==> src/rtl/systolic_ctrl.sv <==
// systolic_ctrl: sequencer for an N x N output-stationary systolic MAC array.
// One start pulse produces one C = A*B:
//   - clear the PE grid
//   - stream A columns and B rows onto the west and north edges, skewed per lane
//   - wait for the array to fill and flush
//   - drain the N*N accumulators, row-major, through a valid/ready port
// Optional build macro TPU_CTRL_ACCUM_EN adds an 'accumulate' input, sampled
// with start. When it is set the clear is skipped, so C += A*B.
//
// state     | meaning
// ----------+---------------------------------------------------------------
// S_IDLE    | waiting for start; all outputs quiet
// S_CLEAR   | one-cycle synchronous clear of every PE accumulator
// S_COMPUTE | t = 0..3N-2: read operands for t<N, feed skewed edges, flush
// S_DRAIN   | d = 0..N*N-1: present C[d] on res_data until accepted
// S_DONE    | one-cycle done pulse, then back to idle
module systolic_ctrl #(
    parameter int N      = 2,
    parameter int WIDTH  = 8,
    parameter int ADDR_W = 4
) (
    input  logic                  clk,
    input  logic                  rst_n,
    input  logic                  start,
`ifdef TPU_CTRL_ACCUM_EN
    input  logic                  accumulate,
`endif
    output logic                  busy,
    output logic                  done,
    output logic                  op_rd_en,
    output logic [ADDR_W-1:0]     op_rd_addr,
    input  logic [N*WIDTH-1:0]    a_col_data,
    input  logic [N*WIDTH-1:0]    b_row_data,
    output logic [N*WIDTH-1:0]    a_edge,
    output logic [N*WIDTH-1:0]    b_edge,
    output logic                  array_clear,
    output logic [ADDR_W-1:0]     c_sel,
    input  logic [2*WIDTH-1:0]    c_data,
    output logic                  res_valid,
    input  logic                  res_ready,
    output logic [2*WIDTH-1:0]    res_data
);

    typedef enum logic [2:0] {
        S_IDLE,
        S_CLEAR,
        S_COMPUTE,
        S_DRAIN,
        S_DONE
    } state_t;

    localparam int LAST_T = 3 * N - 2;
    localparam int T_W    = $clog2(LAST_T + 1);

    localparam logic [T_W-1:0]    T_LAST = T_W'(LAST_T);
    localparam logic [T_W-1:0]    T_N    = T_W'(N);
    localparam logic [ADDR_W-1:0] D_LAST = ADDR_W'(N * N - 1);

    state_t            state, state_nxt;
    logic [T_W-1:0]    cyc_left;
    logic [T_W-1:0]    t_cnt;
    logic [ADDR_W-1:0] d_cnt;
    logic              rd_vld;
    logic              skip_clear;
    logic              in_compute;

`ifdef TPU_CTRL_ACCUM_EN
    assign skip_clear = accumulate;
`else
    assign skip_clear = 1'b0;
`endif

    // COMPUTE runs on a down-counter; t is recovered from it for the read address.
    assign t_cnt      = T_LAST - cyc_left;
    assign in_compute = (state == S_COMPUTE);

    // State register.
    always_ff @(posedge clk or negedge rst_n) begin
        if (!rst_n) begin
            state <= S_IDLE;
        end else begin
            state <= state_nxt;
        end
    end

    // COMPUTE timer, drain index and the read-data-valid flag.
    // The buffer answers one cycle after a read, so rd_vld is op_rd_en delayed.
    always_ff @(posedge clk or negedge rst_n) begin
        if (!rst_n) begin
            cyc_left <= '0;
            d_cnt    <= '0;
            rd_vld   <= 1'b0;
        end else begin
            rd_vld <= op_rd_en;
            if (state == S_COMPUTE) begin
                if (cyc_left != '0) begin
                    cyc_left <= cyc_left - 1'b1;
                end
            end else begin
                cyc_left <= T_LAST;
            end
            if (state == S_DRAIN) begin
                if (res_ready) begin
                    d_cnt <= d_cnt + 1'b1;
                end
            end else begin
                d_cnt <= '0;
            end
        end
    end

    // Next-state and output decode.
    always_comb begin
        state_nxt   = state;
        busy        = 1'b1;
        done        = 1'b0;
        op_rd_en    = 1'b0;
        op_rd_addr  = '0;
        array_clear = 1'b0;
        c_sel       = '0;
        res_valid   = 1'b0;
        res_data    = '0;
        unique case (state)
            S_IDLE: begin
                busy = 1'b0;
                if (start) begin
                    state_nxt = skip_clear ? S_COMPUTE : S_CLEAR;
                end
            end
            S_CLEAR: begin
                array_clear = 1'b1;
                state_nxt   = S_COMPUTE;
            end
            S_COMPUTE: begin
                if (t_cnt < T_N) begin
                    op_rd_en   = 1'b1;
                    op_rd_addr = ADDR_W'(t_cnt);
                end
                if (cyc_left == '0) begin
                    state_nxt = S_DRAIN;
                end
            end
            S_DRAIN: begin
                c_sel     = d_cnt;
                res_valid = 1'b1;
                res_data  = c_data;
                if (res_ready && (d_cnt == D_LAST)) begin
                    state_nxt = S_DONE;
                end
            end
            S_DONE: begin
                done      = 1'b1;
                state_nxt = S_IDLE;
            end
            default: begin
                state_nxt = S_IDLE;
            end
        endcase
    end

    // Edge lanes: lane i is delayed i cycles so that PE(i,j) sees A[i][k] and B[k][j] together.
    for (genvar i = 0; i < N; i++) begin : g_lane
        logic [WIDTH-1:0] a_g, b_g;

        assign a_g = rd_vld ? a_col_data[i*WIDTH +: WIDTH] : '0;
        assign b_g = rd_vld ? b_row_data[i*WIDTH +: WIDTH] : '0;

        if (i == 0) begin : g_direct
            assign a_edge[i*WIDTH +: WIDTH] = in_compute ? a_g : '0;
            assign b_edge[i*WIDTH +: WIDTH] = in_compute ? b_g : '0;
        end else begin : g_skew
            logic [WIDTH-1:0] a_sk [i];
            logic [WIDTH-1:0] b_sk [i];

            // Skew shift chain; idle cycles shift zeros so the lane drains clean.
            always_ff @(posedge clk or negedge rst_n) begin
                if (!rst_n) begin
                    for (int s = 0; s < i; s++) begin
                        a_sk[s] <= '0;
                        b_sk[s] <= '0;
                    end
                end else begin
                    a_sk[0] <= a_g;
                    b_sk[0] <= b_g;
                    for (int s = 1; s < i; s++) begin
                        a_sk[s] <= a_sk[s-1];
                        b_sk[s] <= b_sk[s-1];
                    end
                end
            end

            assign a_edge[i*WIDTH +: WIDTH] = in_compute ? a_sk[i-1] : '0;
            assign b_edge[i*WIDTH +: WIDTH] = in_compute ? b_sk[i-1] : '0;
        end
    end

endmodule
==> config.mk <==
export PLATFORM = sky130hd
export DESIGN_NAME = systolic_ctrl
export DESIGN_NICKNAME = d
export VERILOG_FILES = /design/src/rtl/systolic_ctrl.sv
export SDC_FILE = /design/constraint.sdc
export NUM_CORES = 1
export LEC_CHECK = 0
export ABC_AREA = 1
export BUFFER_PORTS_ARGS = -buffer_cell sky130_fd_sc_hd__buf_2
export CAP_MARGIN = 20
export CORE_AREA = 2 2 63 65
export CTS_CLUSTER_DIAMETER = 60
export DETAILED_ROUTE_END_ITERATION = 12
export DIE_AREA = 0 0 65 67
export PLACE_DENSITY = 0.83
export SYNTH_ARGS = -nofsm -noshare
export SYNTH_HDL_FRONTEND = slang
export SYNTH_SLANG_ARGS = --single-unit
export TNS_END_PERCENT = 10
==> constraint.sdc <==
create_clock -name clk -period 3.04 [get_ports clk]
set_input_delay 0.152 -clock clk [delete_from_list [all_inputs] [get_ports clk]]
set_output_delay 0.152 -clock clk [all_outputs]
set_load 0.01 [all_outputs]
==> results.sh, run 1 <==
export IMPL_antenna_found_initial=0
export IMPL_ir_worst_vdd_uv=346.8
export IMPL_tns_ps=0
export IMPL_drive_gt1_share_pct=34.72
export IMPL_cts_sinks=27
export IMPL_ys_seq_area_share_pct=43.87
export IMPL_max_freq_mhz=525.8
export IMPL_track_usage_pct=14.81
export IMPL_cp_required_ps=2890
export IMPL_grt_max_degree=36
export IMPL_switching_power_mw=0.6067
export IMPL_rsz0062_at_grt="no"
export IMPL_setup_ws_ps=1138
export IMPL_dp_final_hpwl_um=2649
export IMPL_drc=0
export IMPL_critPathKind="register to output port"
export IMPL_wl_per_cell_um=8.945
export IMPL_timing_critical_path_to="op_rd_addr[0]"
export IMPL_fill_cells=353
export IMPL_die_y_um=67
export IMPL_rrSetupSlack_ps=1590
export IMPL_max_slew_worst_pin_slew_ps=932.3
export IMPL_postCtsSetupRepairBufs=0
export IMPL_place_gp_congestion=0.7833
export IMPL_synthCells=232
export IMPL_antenna_cells=0
export IMPL_ys_seq_elements=27
export IMPL_initialDrtViolationCount=43
export IMPL_holdCritPathClass="input port to register"
export IMPL_ioPinCount=113
export IMPL_status="finished, final reports clean"
export IMPL_rr_worst_depth=6
export IMPL_insertion_delay_ps=260
export IMPL_area_delta_synth_final_pct=39.56
export IMPL_crit_path_start="state[0]"
export IMPL_start_util_pct=42.71
export IMPL_utilization_pct=59.61
export IMPL_cts_made_buffers=3
export IMPL_multi_input_area_sq_um=565.5
export IMPL_firstDrtPassIters=4
export IMPL_synth_compound_area_share_pct=2.031
export IMPL_final_hold_viol_count=0
export IMPL_p_comb_share_pct=49.6
export IMPL_end_kind="output port"
export IMPL_slew_violations=0
export IMPL_yosys_warnings=0
export IMPL_period_needed_ps=1902
export IMPL_ys_types=22
export IMPL_nNetsFinal=393
export IMPL_routed_via_density=4.138
export IMPL_finClkSkew_ps=4.458
export IMPL_core_area_sq_um=3606
export IMPL_grt_pass1_vias=1247
export IMPL_drv_cap=0
export IMPL_synth_simple_area_share_pct=30.95
export IMPL_rows=22
export IMPL_swShare_pct=44.53
export IMPL_cts_root_buf="clkbuf_8"
export IMPL_wirelength_um=3444
export IMPL_cts_tree="yes"
export IMPL_rr_startpoint="state[2]"
export IMPL_maxSlewHeadroom_pct=37.84
export IMPL_cp_arrival_ps=1750
export IMPL_synthMuxAreaShare_pct=0
export IMPL_grt_pass1_wl_um=5064
export IMPL_path_clk_slew_ps=90
export IMPL_pre_cts_ws_ps=1418
export IMPL_p_per_area_nw_per_um2=633.9
export IMPL_antenna_left=0
export IMPL_die_width_um=65
export IMPL_p_leak_nw=1.445
export IMPL_htree_levels=1
export IMPL_cts_buffer_depth=2
export IMPL_pwr_share_seq_pct=36.2
export IMPL_synth_xor_xnor_area_share_pct=0.5686
export IMPL_startpoint_type="register"
export IMPL_worstPathMaxFanout=35
export IMPL_timing_final_crit_share_pct=62.56
export IMPL_synth_top_family_by_area="simple AND/OR/NAND/NOR gates"
export IMPL_vias=1593
export IMPL_syn_cell_area_sq_um=1540
export IMPL_overflow=0
export IMPL_regArea_sq_um=675.6
export IMPL_synthAdderAreaFrac_pct=2.437
export IMPL_setup_violations=0
export IMPL_reg2reg_to="state[2]"
export IMPL_portBuffers=109
export IMPL_die_area_sq_um=4355
export IMPL_synth_area_per_cell_sq_um=6.639
export IMPL_p_int_mw=0.7559
export IMPL_power_frac_clock_pct=14.3
[Yosys cell counts]
master / count / share of area [%]
o21ai_0: 2 / 0.65
buf_4: 3 / 1.5
nor2_4: 1 / 0.73
nor2_1: 58 / 14
nand2_2: 2 / 0.81
nand3_2: 1 / 0.65
conb_1: 1 / 0.24
inv_2: 1 / 0.24
clkbuf_1: 3 / 0.73
o21ai_1: 1 / 0.32
inv_1: 65 / 16
dfrtp_1: 27 / 44
ha_1: 3 / 2.4
nor3_1: 2 / 0.65
nand3_1: 5 / 1.6
xnor2_1: 1 / 0.57
o22ai_1: 1 / 0.41
nand4_1: 3 / 1.2
nor4_1: 1 / 0.41
a21oi_1: 2 / 0.65
buf_2: 5 / 1.6
nand2_1: 44 / 11
[sequential cells by signal (all words and copies together), names as in the netlist]
register / count
d_cnt: 4
cyc_left: 3
state: 3
g_lane.g_skew.b_sk: 8
g_lane.g_skew.a_sk: 8
rd_vld: 1
[cells by family after synthesis]
family	Yosys count
DFF	27
buffers and inverters	77
and+or+nand+nor	117
AOI/OAI and AO/OA	6
adders and majority gates	3
xor gates and xnor gates	1
other	1
[layer usage]
metal	GRT usage [%]	vias up	routed length [um]
li1	-	855	-
met1	16.08	675	1403
met2	28.22	53	1785
met3	2.027	10	174
met4	6.915	0	80
met5	0	-	0
[through the flow]
step | instances | area (sq um) | total power [mW] | hold WS [ps]
floorplan | 234 | 1548 | 0.9708 | -143.6
global placement | 380 | 2095 | 1.166 | 177.0
detailed placement | 380 | 2095 | 1.181 | 182.3
CTS | 385 | 2150 | 1.377 | 64.66
global route | 385 | 2150 | 1.486 | 64.03
finish | 385 | 2150 | 1.363 | 66.17
[layout make-up]
cell class,count,area share (%)
well taps,48,2.794
multi-input cells,130,26.31
repair buffers,110,25.84
inverters,66,11.53
clock buffers,4,2.095
flip-flops and latches,27,31.43
[power groups by stage]
stage	sequential [mW]	clock [mW]	combinational, mW
floorplan	0.473	0	0.497
global placement	0.496	0	0.670
detailed placement	0.500	0	0.680
CTS	0.493	0.200	0.685
global route	0.501	0.214	0.771
finish	0.493	0.194	0.676
[worst max-delay path: stages (launching register included)]
cell     delay (ps)
dfrtp_1         440
nor2_4          190
nand2_2         360
nor4_1          300
buf_2           180
[cell usage in the layout, fill, tap and decap left out, drive strengths merged, types with 2 or more instances in the layout]
cell / n
clkbuf: 4
nand3: 6
inv: 66
nand2: 46
nor2: 59
o21ai: 3
nand4: 3
conb: 3
dfrtp: 27
ha: 3
buf: 109
a21oi: 2
nor3: 2
[worst min path at each step]
stage | start | endpoint | slack, ps | cells past startpoint
floorplan | rst_n | cyc_left[0] | -140 | 0
global placement | rst_n | rd_vld | 180 | 1
detailed placement | rst_n | g_lane[1].g_skew.a_sk[2] | 180 | 1
CTS | a_col_data[13] | g_lane[1].g_skew.a_sk[5] | 60 | 3
global route | a_col_data[8] | g_lane[1].g_skew.a_sk[0] | 60 | 3
finish | a_col_data[13] | g_lane[1].g_skew.a_sk[5] | 70 | 3
[timing repair]
action,4_1_cts,5_1_grt
hold endpoints to repair,27,0
hold buffers,1,0
resized for setup,0,0
(Power assumes the default switching activity.)
==> run 2: changes to the inputs <==
CORE_AREA = 2 2 69 71   (was 2 2 63 65)
DIE_AREA = 0 0 71 73   (was 0 0 65 67)
PLACE_DENSITY = 0.73   (was 0.83)
clock period = 1.7 ns   (was 3.04 ns; I/O delays follow)
==> run 2 against run 1 <==
Count of clock-buffer cells in the layout is 1 lower. Critical path type unchanged. Largest power group unchanged. Die area increased by 19%. Highest routed layer unchanged. Via count is 0.69% higher.
==> results.sh, run 2 (synthesized netlist as in run 1, its figures left out) <==
export IMPL_rr_startpoint="cyc_left[0]"
export IMPL_slew_violations=0
export IMPL_reg_top3="g_lane.g_skew.a_sk (8), g_lane.g_skew.b_sk (8), d_cnt (4)"
export IMPL_cp_depth=6
export IMPL_max_freq_mhz=616.0
export IMPL_cts_sinks=27
export IMPL_cts_buffer_depth=2
export IMPL_place_gp_congestion=0.7119
export IMPL_final_cell_mix="buf_2 (109), inv_1 (63), nor2_1 (58), nand2_1 (44), dfrtp_1 (27)"
export IMPL_ir_worst_vdd_uv=439.0
export IMPL_final_hold_viol_count=0
export IMPL_wl_per_cell_um=9.007
export IMPL_worstPathMaxFanout=4
export IMPL_grt_pass1_wl_um=6099
export IMPL_drive_gt1_share_pct=36.49
export IMPL_rrSetupSlack_ps=380
export IMPL_die_width_um=71
export IMPL_nNetsFinal=404
export IMPL_track_usage_pct=14.14
export IMPL_cp_slowest_cell="dfrtp_1"
export IMPL_overflow=0
export IMPL_tns_ps=0
export IMPL_cts_root_buf="clkbuf_8"
export IMPL_critPathKind="register to output port"
export IMPL_setup_violations=0
export IMPL_dp_final_hpwl_um=2816
export IMPL_ioPinCount=113
export IMPL_slowest_delay_ps=350
export IMPL_cp_arrival_ps=1540
export IMPL_antenna_cells=0
export IMPL_startpoint_type="register"
export IMPL_postCtsSetupRepairBufs=0
export IMPL_p_leak_nw=1.502
export IMPL_fill_cells=459
export IMPL_hold_depth=3
export IMPL_maxSlewHeadroom_pct=60.85
export IMPL_antenna_found_initial=0
export IMPL_wirelength_um=3621
export IMPL_rows=25
export IMPL_path_cells="inv_2 -> ha_4 -> ha_4 -> inv_2 -> nor4_2 -> buf_2"
export IMPL_htree_levels=1
export IMPL_pre_cts_ws_ps=266.5
export IMPL_whs_endpoint="g_lane[1].g_skew.a_sk[1]"
export IMPL_critPathBufInv=3
export IMPL_drc=0
export IMPL_worstHoldStart="a_col_data[9]"
export IMPL_cts_made_buffers=3
export IMPL_portBuffers=109
export IMPL_start_util_pct=33.96
export IMPL_finClkSkew_ps=1.091
export IMPL_cts_tree="yes"
export IMPL_area_delta_synth_final_pct=49.72
export IMPL_period_needed_ps=1623
export IMPL_timing_final_crit_share_pct=95.50
export IMPL_firstDrtPassIters=4
export IMPL_end_kind="output port"
export IMPL_initialDrtViolationCount=58
export IMPL_final_common_cell="buf_2"
export IMPL_p_per_area_nw_per_um2=1134
export IMPL_rsz0062_at_grt="no"
export IMPL_grt_max_degree=28
export IMPL_rr_worst_depth=8
export IMPL_max_slew_worst_pin_slew_ps=587.2
export IMPL_setup_ws_ps=76.50
export IMPL_routed_via_density=3.990
export IMPL_critPathTopFamily="adder cells"
export IMPL_vias=1604
export IMPL_cp_required_ps=1620
export IMPL_path_clk_slew_ps=90
export IMPL_antenna_left=0
export IMPL_status="finished, final reports clean"
export IMPL_reg2reg_to="cyc_left[0]"
export IMPL_utilization_pct=50.84
export IMPL_drv_cap=0
export IMPL_core_area_sq_um=4536
export IMPL_grt_pass1_vias=1469
export IMPL_die_area_sq_um=5183
export IMPL_die_y_um=73
export IMPL_holdCritPathClass="input port to register"
export IMPL_insertion_delay_ps=260
==> run 2: cell count changes in the layout (fill, tap and decap cells not counted), moves of 2 or more <==
cell           before  now
inv_2               1    3
dlygate4sd3_1       1    9
ha_1                3    1
ha_4                0    2
buf_4               0    2
inv_1              65   63
==> run 2: how the worst max path moves through the flow <==
stage	from	end	slack, ps
after floorplan	cyc_left[0]	op_rd_addr[0]	340
after global placement	cyc_left[0]	op_rd_addr[0]	280
after detailed placement	cyc_left[0]	op_rd_addr[0]	270
after CTS	cyc_left[0]	op_rd_addr[0]	7
after global routing	state[0]	b_edge[7]	2
final	cyc_left[0]	op_rd_addr[0]	80
==> run 2: power breakdown <==
group / switching [mW] / total (mW) / internal, mW
clock: 0.183 / 0.347 / 0.164
combinational: 0.858 / 1.40 / 0.539
sequential: 0.111 / 0.872 / 0.760
total: 1.15 / 2.62 / 1.46
==> run 2: worst register-to-register path, stage by stage (launching register included) <==
cell and delay, ps:
dfrtp_1 380, inv_2 100, ha_4 150, ha_4 130, inv_1 30, nand3_1 170
inv_1 90, nand2_1 60, o21ai_0 80
==> run 2: timing repair <==
action	CTS	global route
setup endpoints to repair	2	27
pin swaps	0	4
gates resized for setup	4	5
hold endpoints to repair	35	0
hold buffers	9	0
==> run 2: cell type report <==
type | instances | area (sq um) | area share [%]
Multi-Input combinational cell | 130 | 606.8 | 26.32
Inverter | 66 | 247.7 | 10.74
Clock buffer | 3 | 41.29 | 1.791
Sequential cell | 27 | 675.6 | 29.30
Clock inverter | 1 | 5.005 | 0.2170
Tap cell | 54 | 67.56 | 2.930
Timing Repair Buffer | 121 | 661.9 | 28.70
==> run 2: metal layers <==
metal | share of wire, % | track usage [%]
met1 | 43 | 16.84
met2 | 54 | 26.90
met3 | 1.8 | 1.519
met4 | 0.94 | 3.983
met5 | 0 | 0
==> run 2: metrics by stage <==
step                      std cells  hold slack [ps]  total power, mW  cell area (sq um)
after floorplan                 234           -210.6            1.736               1548
after global placement          389            120.3            2.132               2125
after detailed placement        389            136.8            2.169               2125
after CTS                       402           0.3602            2.576               2276
after global routing            402            11.94            2.878               2306
final                           402            5.012            2.616               2306
